[config.mk]
export PLATFORM = sky130hd
export DESIGN_NAME = mem_wb_stage
export DESIGN_NICKNAME = d
export VERILOG_FILES = /design/src/rtl/cpu_pkg.sv /design/src/rtl/load_extend.sv /design/src/rtl/mem_wb_stage.sv
export SDC_FILE = /design/constraint.sdc
export NUM_CORES = 1
export LEC_CHECK = 0
export ABC_AREA = 1
export CAP_MARGIN = 0
export CORE_UTILIZATION = 28
export CTS_CLUSTER_SIZE = 28
export DETAILED_ROUTE_END_ITERATION = 12
export PLACE_DENSITY = 0.59
export SLEW_MARGIN = 10
export SYNTH_ARGS = -nofsm -noshare
export SYNTH_HDL_FRONTEND = slang
export SYNTH_SLANG_ARGS = --single-unit
[constraint.sdc]
create_clock -name clk -period 2.45 [get_ports clk]
set_input_delay 0.49 -clock clk [delete_from_list [all_inputs] [get_ports clk]]
set_output_delay 0.49 -clock clk [all_outputs]
set_load 0.005 [all_outputs]
[src/rtl/cpu_pkg.sv]
// Shared constants and types for the memory/writeback stage.
// Latency: n/a (declarations only).
// Backpressure: n/a (declarations only).
package cpu_pkg;

   localparam int XLEN       = 64;
   localparam int REG_ADDR_W = 5;

   // Load size/sign encodings carried in funct3. 3'b111 is not listed and
   // is handled as a full doubleword load by the extender's default arm.
   typedef enum logic [2:0] {
      F3_LB  = 3'b000,
      F3_LH  = 3'b001,
      F3_LW  = 3'b010,
      F3_LD  = 3'b011,
      F3_LBU = 3'b100,
      F3_LHU = 3'b101,
      F3_LWU = 3'b110
   } load_f3_t;

   typedef enum logic [1:0] {
      IDLE     = 2'd0,
      WAIT_MEM = 2'd1,
      WB       = 2'd2
   } wb_state_t;

endpackage

[src/rtl/load_extend.sv]
// Extracts the addressed byte/half/word from a loaded doubleword and sign- or zero-extends it.
// Latency: purely combinational.
// Backpressure: none.
//
// Ports:
//   i_funct3   - load size/sign (LB..LWU, 3'b111 behaves as LD)
//   i_addr_low - load address bits [2:0]; bits below the access size are ignored
//   i_dword    - aligned doubleword containing the load address
//   o_data     - extended load value
module load_extend #(
   parameter int XLEN = cpu_pkg::XLEN
) (
   input  logic [2:0]      i_funct3,
   input  logic [2:0]      i_addr_low,
   input  logic [XLEN-1:0] i_dword,
   output logic [XLEN-1:0] o_data
);
   import cpu_pkg::*;

   logic [7:0]  w_byte;
   logic [15:0] w_half;
   logic [31:0] w_word;

   // Lane selection drops the address bits below the access size, so a
   // misaligned address simply reads the naturally aligned lane.
   assign w_byte = i_dword[{i_addr_low, 3'b000} +: 8];
   assign w_half = i_dword[{i_addr_low[2:1], 4'b0000} +: 16];
   assign w_word = i_dword[{i_addr_low[2], 5'b00000} +: 32];

   always_comb begin
      o_data = i_dword;
      case (i_funct3)
         F3_LB:   o_data = {{(XLEN-8){w_byte[7]}}, w_byte};
         F3_LH:   o_data = {{(XLEN-16){w_half[15]}}, w_half};
         F3_LW:   o_data = {{(XLEN-32){w_word[31]}}, w_word};
         F3_LBU:  o_data = {{(XLEN-8){1'b0}}, w_byte};
         F3_LHU:  o_data = {{(XLEN-16){1'b0}}, w_half};
         F3_LWU:  o_data = {{(XLEN-32){1'b0}}, w_word};
         default: o_data = i_dword;
      endcase
   end

endmodule

[src/rtl/mem_wb_stage.sv]
// Memory/writeback stage: retires one instruction per handshake and drives the register-file write port.
// Latency: non-load writes one cycle after accept; loads write one cycle after the memory response.
// Backpressure: in_ready is low only while waiting for a load response; non-loads sustain 1/cycle.
//
// Ports:
//   clk, rst                      - clock, synchronous active-high reset
//   in_valid / in_ready           - upstream handshake; fields captured on the accepting edge
//   in_rd, in_reg_write           - destination register and write enable
//   in_mem_read, in_funct3,
//   in_addr_low                   - load flag, load size/sign, address bits [2:0]
//   in_alu_result                 - result for non-load instructions
//   mem_rsp_valid, mem_rsp_data   - data-memory response (aligned doubleword)
//   write_register, write_data,
//   reg_write                     - register-file write port; writes to x0 are suppressed
//   perf_retired, perf_stall      - optional counters, present only when WB_PERF_EN is defined
module mem_wb_stage #(
   parameter int XLEN       = cpu_pkg::XLEN,
   parameter int REG_ADDR_W = cpu_pkg::REG_ADDR_W
) (
   input  logic                  clk,
   input  logic                  rst,
   input  logic                  in_valid,
   output logic                  in_ready,
   input  logic [REG_ADDR_W-1:0] in_rd,
   input  logic                  in_reg_write,
   input  logic                  in_mem_read,
   input  logic [2:0]            in_funct3,
   input  logic [2:0]            in_addr_low,
   input  logic [XLEN-1:0]       in_alu_result,
   input  logic                  mem_rsp_valid,
   input  logic [XLEN-1:0]       mem_rsp_data,
   output logic [REG_ADDR_W-1:0] write_register,
   output logic [XLEN-1:0]       write_data,
   output logic                  reg_write
`ifdef WB_PERF_EN
   ,
   output logic [31:0]           perf_retired,
   output logic [31:0]           perf_stall
`endif
);
   import cpu_pkg::*;

   wb_state_t             r_state;
   wb_state_t             w_next_state;

   // Fields of the instruction in flight (needed while a load waits).
   logic [REG_ADDR_W-1:0] r_rd;
   logic                  r_reg_write;
   logic [2:0]            r_funct3;
   logic [2:0]            r_addr_low;

   // Register-file write port, held between writes.
   logic [REG_ADDR_W-1:0] r_wr_reg;
   logic [XLEN-1:0]       r_wr_data;
   logic                  r_wr_en;

   logic                  w_accept;
   logic                  w_rsp_take;
   logic [XLEN-1:0]       w_load_val;

   assign in_ready   = (r_state != WAIT_MEM);
   assign w_accept   = in_valid && in_ready;
   // A response is only meaningful once the load is parked in WAIT_MEM.
   assign w_rsp_take = (r_state == WAIT_MEM) && mem_rsp_valid;

   load_extend #(
      .XLEN (XLEN)
   ) u_load_extend (
      .i_funct3   (r_funct3),
      .i_addr_low (r_addr_low),
      .i_dword    (mem_rsp_data),
      .o_data     (w_load_val)
   );

   always_comb begin
      w_next_state = r_state;
      case (r_state)
         IDLE, WB: begin
            if (w_accept) begin
               w_next_state = in_mem_read ? WAIT_MEM : WB;
            end else begin
               w_next_state = IDLE;
            end
         end
         WAIT_MEM: begin
            if (mem_rsp_valid) begin
               w_next_state = WB;
            end
         end
         default: w_next_state = IDLE;
      endcase
   end

   always_ff @(posedge clk) begin
      if (rst) begin
         r_state     <= IDLE;
         r_rd        <= '0;
         r_reg_write <= 1'b0;
         r_funct3    <= '0;
         r_addr_low  <= '0;
         r_wr_reg    <= '0;
         r_wr_data   <= '0;
         r_wr_en     <= 1'b0;
      end else begin
         r_state <= w_next_state;
         r_wr_en <= 1'b0;
         if (w_accept) begin
            r_rd        <= in_rd;
            r_reg_write <= in_reg_write;
            r_funct3    <= in_funct3;
            r_addr_low  <= in_addr_low;
            if (!in_mem_read) begin
               r_wr_reg  <= in_rd;
               r_wr_data <= in_alu_result;
               r_wr_en   <= in_reg_write && (in_rd != '0);
            end
         end else if (w_rsp_take) begin
            r_wr_reg  <= r_rd;
            r_wr_data <= w_load_val;
            r_wr_en   <= r_reg_write && (r_rd != '0);
         end
      end
   end

   assign write_register = r_wr_reg;
   assign write_data     = r_wr_data;
   assign reg_write      = r_wr_en;

`ifdef WB_PERF_EN
   logic [31:0] r_perf_retired;
   logic [31:0] r_perf_stall;

   // Both counters wrap naturally at 2^32.
   always_ff @(posedge clk) begin
      if (rst) begin
         r_perf_retired <= '0;
         r_perf_stall   <= '0;
      end else begin
         if (r_wr_en) begin
            r_perf_retired <= r_perf_retired + 32'd1;
         end
         if ((r_state == WAIT_MEM) && !mem_rsp_valid) begin
            r_perf_stall <= r_perf_stall + 32'd1;
         end
      end
   end

   assign perf_retired = r_perf_retired;
   assign perf_stall   = r_perf_stall;
`else
   // Counters are compiled out; the stage behaves identically without them.
`endif

endmodule

==> impl_metrics.json <==
{
  "die_height_um": 147,
  "grt-ovfl-total": 0,
  "cts_buffer_depth": 2,
  "post-dp-hpwl_mm": 17.7,
  "fin_util": 0.419,
  "core_um2": 20400,
  "path_buf_inv": 3,
  "clock-sinks": 84,
  "grt_use_met2": 0.343,
  "hold_viol_final": 0,
  "synth_top_area_share": 0.286,
  "crit_type": "flip-flop to flip-flop",
  "worst_skew_pair.late_latency_ns": 0.36,
  "min_to": "r_state[0]",
  "max_stage_delay_ns": 0.61,
  "ant_nets": 0,
  "synth_nets": 1114,
  "start_util": 0.288,
  "skew_ns": 0.00928,
  "power_density_nw_per_um2": 522,
  "ir_drop_uv": 362,
  "fp.dieArea_um2": 21600,
  "crit_chain": "nand2_2 > clkinv_1 > buf_4 > nand2_1 > nand2_1 > inv_1 > nand4_1 > nand2_1 > a21oi_1",
  "leakagePower_nw": 3.83,
  "dp_slack_ns": 0.194,
  "holdBufCountCts": 0,
  "drive_gt1_frac": 0.0879,
  "via_per_inst": 4.99,
  "worst_slack_ns": 0.389,
  "syn_area_um2": 5890,
  "path_max_fanout": 22,
  "ys_warn_count": 0,
  "cts.clk_slew.worst_paths_ns": 0.07,
  "cts_max_level": 3,
  "yosysMostFrequentCell": "nand2_1",
  "setup_tns_ns": 0,
  "cts_tree": "yes",
  "hold_path.class": "flip-flop to flip-flop",
  "setup_viol": 0,
  "reg2reg_depth": 9,
  "post_synth.cell_area_avg_um2": 6.08,
  "cpMostUsedCell": "nand2_1",
  "vias": 7092,
  "io_buffers": 215,
  "regToRegEndpoint": "write_data[39]",
  "critPathTopFamily": "simple AND/OR/NAND/NOR gates",
  "drc": 0,
  "routedWlPerCell_um": 16.7,
  "root_buffer": "clkbuf_16",
  "use_met1": 0.288,
  "ys_seq_area_frac": 0.286,
  "synth_area_leaders": "dfxtp_1 29%, o21ai_0 15%, nand2_1 13%",
  "finalCritPeriodShare": 0.841,
  "min_period_ns": 2.06,
  "antenna_found_initial": 2,
  "gp_congestion": 0.897,
  "io_pins": 216,
  "grt-busiest-layer": "met2",
  "synth_commonest_cells": "206 x nand2_1, 172 x o21ai_0, 122 x inv_1",
  "grt_use_met3": 0.0506,
  "hold_ws_ns": 0.508,
  "postCtsSetupBuffers": 0,
  "synth-edff-count": 0,
  "track_usage": 0.216,
  "drt_iter0_markers": 452,
  "postCtsResizedCells": 0,
  "grt_pass1_wl_mm": 36.2,
  "crit_arrival_ns": 2.35,
  "synth.distinct_cells": 29,
  "synth_cells": 969,
  "synth_seq_cells": 84,
  "max_freq_ghz": 0.485,
  "numCtsBuffers": 9,
  "die_x_um": 147,
  "max_slew.worst_pin.slew_ns": 0.602,
  "worstPathRequired_ns": 2.74,
  "grt_max_degree": 124,
  "worstHoldPathCells": 2,
  "drv_cap": 0,
  "maxSlewHeadroom": 0.598,
  "critPathCaptureType": "flip-flop",
  "firstDrtPassIters": 5,
  "async_reset_ff_frac": 0,
  "status": "complete, no violations",
  "rrSetupSlack_ns": 0.39,
  "routed_wl_mm": 23.7,
  "ys.flop_type": "dfxtp_1",
  "slowest_stage": "dfxtp_1",
  "grt_pass1_vias": 6591,
  "rsz0062_at_grt": "false",
  "rows": 52,
  "maxSlewViolCount": 0,
  "hold_start": "r_state[0]",
  "synth_top_area_cell": "dfxtp_1",
  "timing.rr.start": "r_funct3[0]",
  "final_nets": 1289,
  "total_power_mw": 4.47,
  "start_kind": "flip-flop",
  "area_delta_synth_final_pct": 45.3
}
-- state kept, by name, indices dropped and copies added, names as in the netlist --
signal,flops
write_data,64
write_register,5
r_rd,5
r_state,2
r_reg_write,1
r_funct3,3
reg_write,1
r_addr_low,3
-- cell usage in the layout (no fill, tap or decap), types with 4 or more instances in the layout --
cell type / synthesis / layout
nor2_1: 28 / 28
a21oi_1: 102 / 102
o211ai_1: 13 / 13
nand2_2: 7 / 6
o21ai_0: 172 / 172
inv_1: 122 / 121
buf_12: 0 / 4
clkbuf_16: 0 / 9
nand2_1: 206 / 205
buf_4: 3 / 22
o21bai_1: 13 / 13
nand3_1: 33 / 33
dfxtp_1: 84 / 83
or2_2: 44 / 44
nand4_1: 43 / 43
a221oi_1: 6 / 6
clkdlybuf4s50_1: 0 / 215
-- where the power goes --
| group | internal [mW] | leakage [nW] | switching [mW] | total, mW |
|---|---|---|---|---|
| registers | 1.49 | 0.694 | 0.0755 | 1.57 |
| clock network | 0.717 | 0.139 | 0.680 | 1.40 |
| logic | 0.714 | 2.99 | 0.789 | 1.50 |
-- worst min-delay path, delay by kind of cell (launching register included) --
kind	cells	cell delay, ns
flip-flops	1	0.33
AND/OR/NAND/NOR	1	0.08
AO/OA/AOI/OAI	1	0.05
-- through the flow --
step / instance area, um^2 / std cells
after floorplan: 5890 / 969
after global placement: 8260 / 1403
after detailed placement: 8260 / 1403
after CTS: 8550 / 1419
after global routing: 8550 / 1420
final: 8550 / 1420
-- layer usage --
layer  wire length, um  up-vias
met3              1920       26
met5                 9        -
li1                  -     3554
met4               470        2
met1             10700     3229
met2             10600      281
-- worst max path at each step --
stage | cells past startpoint | to | slack, ns | start
after detailed placement | 8 | write_data[25] | 0.19 | in_valid
after global placement | 8 | write_data[25] | 0.21 | in_valid
after floorplan | 6 | write_data[34] | 0.96 | rst
final | 9 | write_data[39] | 0.39 | r_funct3[0]
after global routing | 9 | write_data[39] | 0.21 | r_funct3[0]
after CTS | 9 | write_data[63] | 0.41 | r_funct3[0]
-- kinds of logic (layout without fill, tap and decap cells) --
logic type,after synthesis,count (layout),synth area share
simple gates,367,367,0.283
compound gates,315,315,0.286
buf+inv,203,383,0.146
flops,84,84,0.286
other cells,0,1,0
-- final cells by class --
cell class | instances | area (um^2)
timing repair buffer | 241 | 2400
tap | 270 | 338
fill | 2252 | 11900
inverter | 126 | 475
antenna | 1 | 2.50
clock inverter | 7 | 71.3
clock buffer | 9 | 225
multi-input combinational | 682 | 3360
sequential | 84 | 1680
Power figures use the tool's default switching activity.
